File: src/rtl/multicycle_ctrl.sv
// Multi-cycle sequencing controller: steps each instruction through
// fetch/decode/execute/memory/writeback and drives every datapath select.
module multicycle_ctrl #(
  parameter int COUNT_W = 32
) (
  input  logic               clk_i,
  input  logic               rst_i,
  input  logic [5:0]         opcode_i,
  input  logic               zero_i,
  input  logic               mem_ready_i,
  output logic               mem_req_o,
  output logic               mem_we_o,
  output logic               ir_write_o,
  output logic               pc_write_o,
  output logic [1:0]         pc_src_o,
  output logic               alu_src_a_o,
  output logic [1:0]         alu_src_b_o,
  output logic [2:0]         alu_op_o,
  output logic               reg_dst_o,
  output logic               mem_to_reg_o,
  output logic               reg_write_o,
  output logic               halted_o,
  output logic [COUNT_W-1:0] inst_count_o
);

  localparam logic [5:0] OP_RTYPE = 6'b000000;
  localparam logic [5:0] OP_J     = 6'b000010;
  localparam logic [5:0] OP_BEQ   = 6'b000100;
  localparam logic [5:0] OP_ADDI  = 6'b001000;
  localparam logic [5:0] OP_SLTI  = 6'b001010;
  localparam logic [5:0] OP_LW    = 6'b100011;
  localparam logic [5:0] OP_SW    = 6'b101011;
  localparam logic [5:0] OP_HALT  = 6'b111111;

  typedef enum logic [2:0] {
    IDLE, FETCH, DECODE, EXEC, MEM, WB, HALT
  } state_t;

  state_t             state;
  state_t             next_state;
  logic               retire;
  logic [COUNT_W-1:0] count;

  assign inst_count_o = count;

  always_ff @(posedge clk_i or posedge rst_i) begin
    if (rst_i) begin
      state <= IDLE;
      count <= '0;
    end else begin
      state <= next_state;
      if (retire) count <= count + COUNT_W'(1);
    end
  end

  // Reset clears the state register asynchronously, so every output below
  // collapses to zero in the same cycle the reset is asserted.
  always_comb begin
    next_state   = state;
    retire       = 1'b0;
    mem_req_o    = 1'b0;
    mem_we_o     = 1'b0;
    ir_write_o   = 1'b0;
    pc_write_o   = 1'b0;
    pc_src_o     = 2'b00;
    alu_src_a_o  = 1'b0;
    alu_src_b_o  = 2'b00;
    alu_op_o     = 3'b000;
    reg_dst_o    = 1'b0;
    mem_to_reg_o = 1'b0;
    reg_write_o  = 1'b0;
    halted_o     = 1'b0;

    case (state)
      IDLE: next_state = FETCH;

      FETCH: begin
        mem_req_o   = 1'b1;
        alu_src_b_o = 2'b01;
        if (mem_ready_i) begin
          ir_write_o = 1'b1;
          pc_write_o = 1'b1;
          next_state = DECODE;
        end
      end

      DECODE: begin
        alu_src_b_o = 2'b11;
        case (opcode_i)
          OP_J: begin
            pc_write_o = 1'b1;
            pc_src_o   = 2'b10;
            retire     = 1'b1;
            next_state = FETCH;
          end
          OP_HALT: next_state = HALT;
          OP_RTYPE, OP_ADDI, OP_SLTI, OP_BEQ, OP_LW, OP_SW: next_state = EXEC;
          default: begin
            retire     = 1'b1;
            next_state = FETCH;
          end
        endcase
      end

      EXEC: begin
        alu_src_a_o = 1'b1;
        case (opcode_i)
          OP_RTYPE: begin
            alu_op_o   = 3'b010;
            next_state = WB;
          end
          OP_ADDI: begin
            alu_src_b_o = 2'b10;
            next_state  = WB;
          end
          OP_SLTI: begin
            alu_src_b_o = 2'b10;
            alu_op_o    = 3'b011;
            next_state  = WB;
          end
          OP_LW, OP_SW: begin
            alu_src_b_o = 2'b10;
            next_state  = MEM;
          end
          OP_BEQ: begin
            alu_op_o   = 3'b001;
            pc_src_o   = 2'b01;
            pc_write_o = zero_i;
            retire     = 1'b1;
            next_state = FETCH;
          end
          default: next_state = FETCH;
        endcase
      end

      MEM: begin
        mem_req_o = 1'b1;
        mem_we_o  = (opcode_i == OP_SW);
        if (mem_ready_i) begin
          if (opcode_i == OP_SW) begin
            retire     = 1'b1;
            next_state = FETCH;
          end else begin
            next_state = WB;
          end
        end
      end

      WB: begin
        reg_write_o  = 1'b1;
        reg_dst_o    = (opcode_i == OP_RTYPE);
        mem_to_reg_o = (opcode_i == OP_LW);
        retire       = 1'b1;
        next_state   = FETCH;
      end

      HALT: halted_o = 1'b1;

      default: next_state = IDLE;
    endcase
  end

endmodule

File: config.mk
export PLATFORM = sky130hd
export DESIGN_NAME = multicycle_ctrl
export DESIGN_NICKNAME = d
export VERILOG_FILES = /design/src/rtl/multicycle_ctrl.sv
export SDC_FILE = /design/constraint.sdc
export NUM_CORES = 1
export LEC_CHECK = 0
export BUFFER_PORTS_ARGS = -buffer_cell sky130_fd_sc_hd__buf_2
export CELL_PAD_IN_SITES_DETAIL_PLACEMENT = 0
export CELL_PAD_IN_SITES_GLOBAL_PLACEMENT = 2
export CORE_AREA = 2 2 99 77
export DETAILED_ROUTE_END_ITERATION = 8
export DIE_AREA = 0 0 101 79
export PLACE_DENSITY = 0.83
export RECOVER_POWER = 25
export SYNTH_ARGS = -nofsm -noshare
export SYNTH_HDL_FRONTEND = slang
export SYNTH_SLANG_ARGS = --single-unit
File: constraint.sdc
create_clock -name clk_i -period 2 [get_ports clk_i]
set_input_delay 0.2 -clock clk_i [delete_from_list [all_inputs] [get_ports clk_i]]
set_output_delay 0.2 -clock clk_i [all_outputs]
set_load 0.01 [all_outputs]
==> reports/qor.txt <==
YS warnings: 0
sequential share of the synthesized area: 40.9%
worst r2r dst: inst_count_o[16]
fin nets: 313
Slowest cell on crit path: dfrtp_2
GP Congestion: 0.845
Mapped Cells: 226
Cell Area, Synth: 0.00214 sq mm
Inserted Diodes: 0
Crit Path Max Fanout: 6
worst-case reg-to-reg path depth: 7
R2R Setup Slk: 0.04 ns
initial antenna violation count: 0
crit-path leading delay family: buffers and inverters
Layout area overhead: 27.4%
max-cap violations: 0
full die area: 0.00798 sq mm
DRT Pass-1 Iters: 4
I/O pins: 58
Pwr per Cell Area: 734 mW/mm^2
Period minus WS final: 1.96 ns
final core utilization: 38.4%
Initial DRC Count: 113
post-synth top area share: 40.9%
Bufs and invs on worst path: 3
clock sinks: 35
die outline width: 101 microns
Avg Inst Size Synth: 9.47 sq um
FMAX: 510 MHz
WL/cell: 14.0 microns
layout cells sized above 1: 35.7%
DP Area: 0.00259 sq mm
setup ws final: 0.0405 ns
DR vias: 1,908
Post-synth ARST share: 100%
clock skew: 0.00590 ns
max_slew headroom: 41.3%
clk slew on worst S/H paths: 0.07 ns
RSZ-0062 raised after global routing: true
cell taking the most area after synthesis: dfrtp_1
fillers: 736
CORE AREA: 0.00709 sq mm
Routed Antenna Nets: 0
setup violators final: 0
root buf cell: clkbuf_8
Post-CTS Setup Bufs: 0
Post-synth EDFFs: 0
Final Hold Slack: 0.183 ns
first-pass GRT wire length: 8570 microns
Cell variety after synth: 49
Max VDD drop: 272 uV
critical path class: reg2reg
top cells by area, synth: dfrtp_1, xnor2_1, nand4_1, nand2_1, nand3_1
initial core utilization: 30.2%
cell mode on critical path: buf_4
grt ovf: 0
Worst Path Arrival: 2.13 ns
Die H: 79 microns
TritonCTS buffer count: 5
Cell Chain, Critical Path: buf_4 > ha_1 > inv_1 > o41a_1 > buf_4 > nand4_1 > xnor2_1
Syn Nets: 239
Post-DP HPWL: 3920 microns
CP peak stage delay: 0.45 ns
period utilization: 98.0%
Critical Path Stages: 7
outcome: finished clean
total power: 0.00200 W
CP required: 2.17 ns
vias per cell: 4.93
Worst setup SP type: register
leak pwr: 1.35 nW
CTS tree: yes
IO Port Bufs: 56
Tightest Hold Check Type: in2async
crit path capture type: register
Clock Latency Late Sink: 0.28 ns
Total Routing Usage GR: 13.5%
final hold vios: 0
Top FF cell, synth: dfrtp_1
# DRC: 0
Routed WL: 5440 microns
vias in the first global route: 1,734
H-tree levels: 2
largest net degree at the start of global routing: 36
Synth Register Bits: 35
reg2reg start: state[1]
Final Max Slew Viols: 0
final instance area: 0.00273 sq mm
largest buffer count on any clock path: 2
Row Count: 27
worst slack, placed: 0.00998 ns
Least-Margin Pin Slew: 0.880 ns
cell type report:
type,instances,area [sq um],area share [%]
timing repair buffer,76,435,16.0
tap,87,109,3.99
sequential,35,880,32.2
multi-input combinational,172,1160,42.6
inverter,10,53.8,1.97
clock inverter,1,5.00,0.183
clock buffer,6,82.6,3.03
layer usage:
layer,global-route usage [%],share of wire [%],routed length (microns)
met4,3.24,0.70,38
met2,19.5,44,2380
met3,3.26,5.0,271
met1,20.1,50,2740
met5,0,0,0
flip-flops by register name, indices dropped and copies added, names as in the netlist:
name and count:
inst_count_o 32, state 3
report_power, final:
| group | internal [W] | switching, W |
|---|---|---|
| Combinational | 0.000308 | 0.000353 |
| Clock | 0.000270 | 0.000245 |
| Sequential | 0.000756 | 0.0000701 |
worst max path at each step:
stage | start | end | slack [ns]
floorplan | state[1] | inst_count_o[3] | 0.12
global placement | opcode_i[3] | inst_count_o[3] | -0.01
detailed placement | state[1] | inst_count_o[9] | 0.01
global route | state[1] | inst_count_o[24] | -0.07
finish | state[1] | inst_count_o[16] | 0.04
CTS | state[1] | inst_count_o[9] | 0.01
cell families after synthesis:
| group | synth area share [%] |
|---|---|
| mux | 0.526 |
| xor+xnor | 13.1 |
| simple gates | 30.8 |
| compound gates | 6.25 |
| fa+ha+maj | 1.75 |
| flops | 40.9 |
| other cells | 0.175 |
| buf+inv | 6.49 |
layout by cell type (no fill, tap or decap), types with 6 or more instances in the layout:
master	instances
a21oi_1	6
clkbuf_8	6
xnor2_1	29
buf_2	56
inv_1	8
nor2_1	16
buf_4	17
nand4_1	15
and3_1	11
dfrtp_1	32
nand2_1	18
nand3_1	14
per-stage QoR:
stage	setup TNS [ns]	std cells
4_1_cts	0	386
5_1_grt	-0.318	387
6_report	0	387
3_5_place_dp	0	379
2_1_floorplan	0	226
3_3_place_gp	-0.0107	379
cells in the mapped netlist, drive strengths merged (2+ instances only):
cell type / number
nor2: 19
and4: 4
dfrtp: 35
a211oi: 3
nand4: 15
or2: 3
nand2: 20
a31oi: 2
ha: 3
nor4: 3
inv: 9
nor2b: 3
xor2: 3
buf: 9
nor3: 4
nand2b: 4
a21oi: 6
or3: 2
o21ai: 3
nand3: 18
xnor2: 29
and2: 2
and3b: 2
and3: 12
timing repair:
| action | CTS | global route |
|---|---|---|
| gates resized for setup | 1 | 11 |
| hold buffers | 0 | 0 |
| gates cloned | 0 | 1 |
| setup endpoints to repair | 3 | 24 |
| pin swaps | 0 | 2 |
tightest hold or removal path: stages:
cell and delay [ns]:
buf_2 0.09, inv_1 0.05, clkbuf_2 0.67
(Power assumes the default switching activity.)
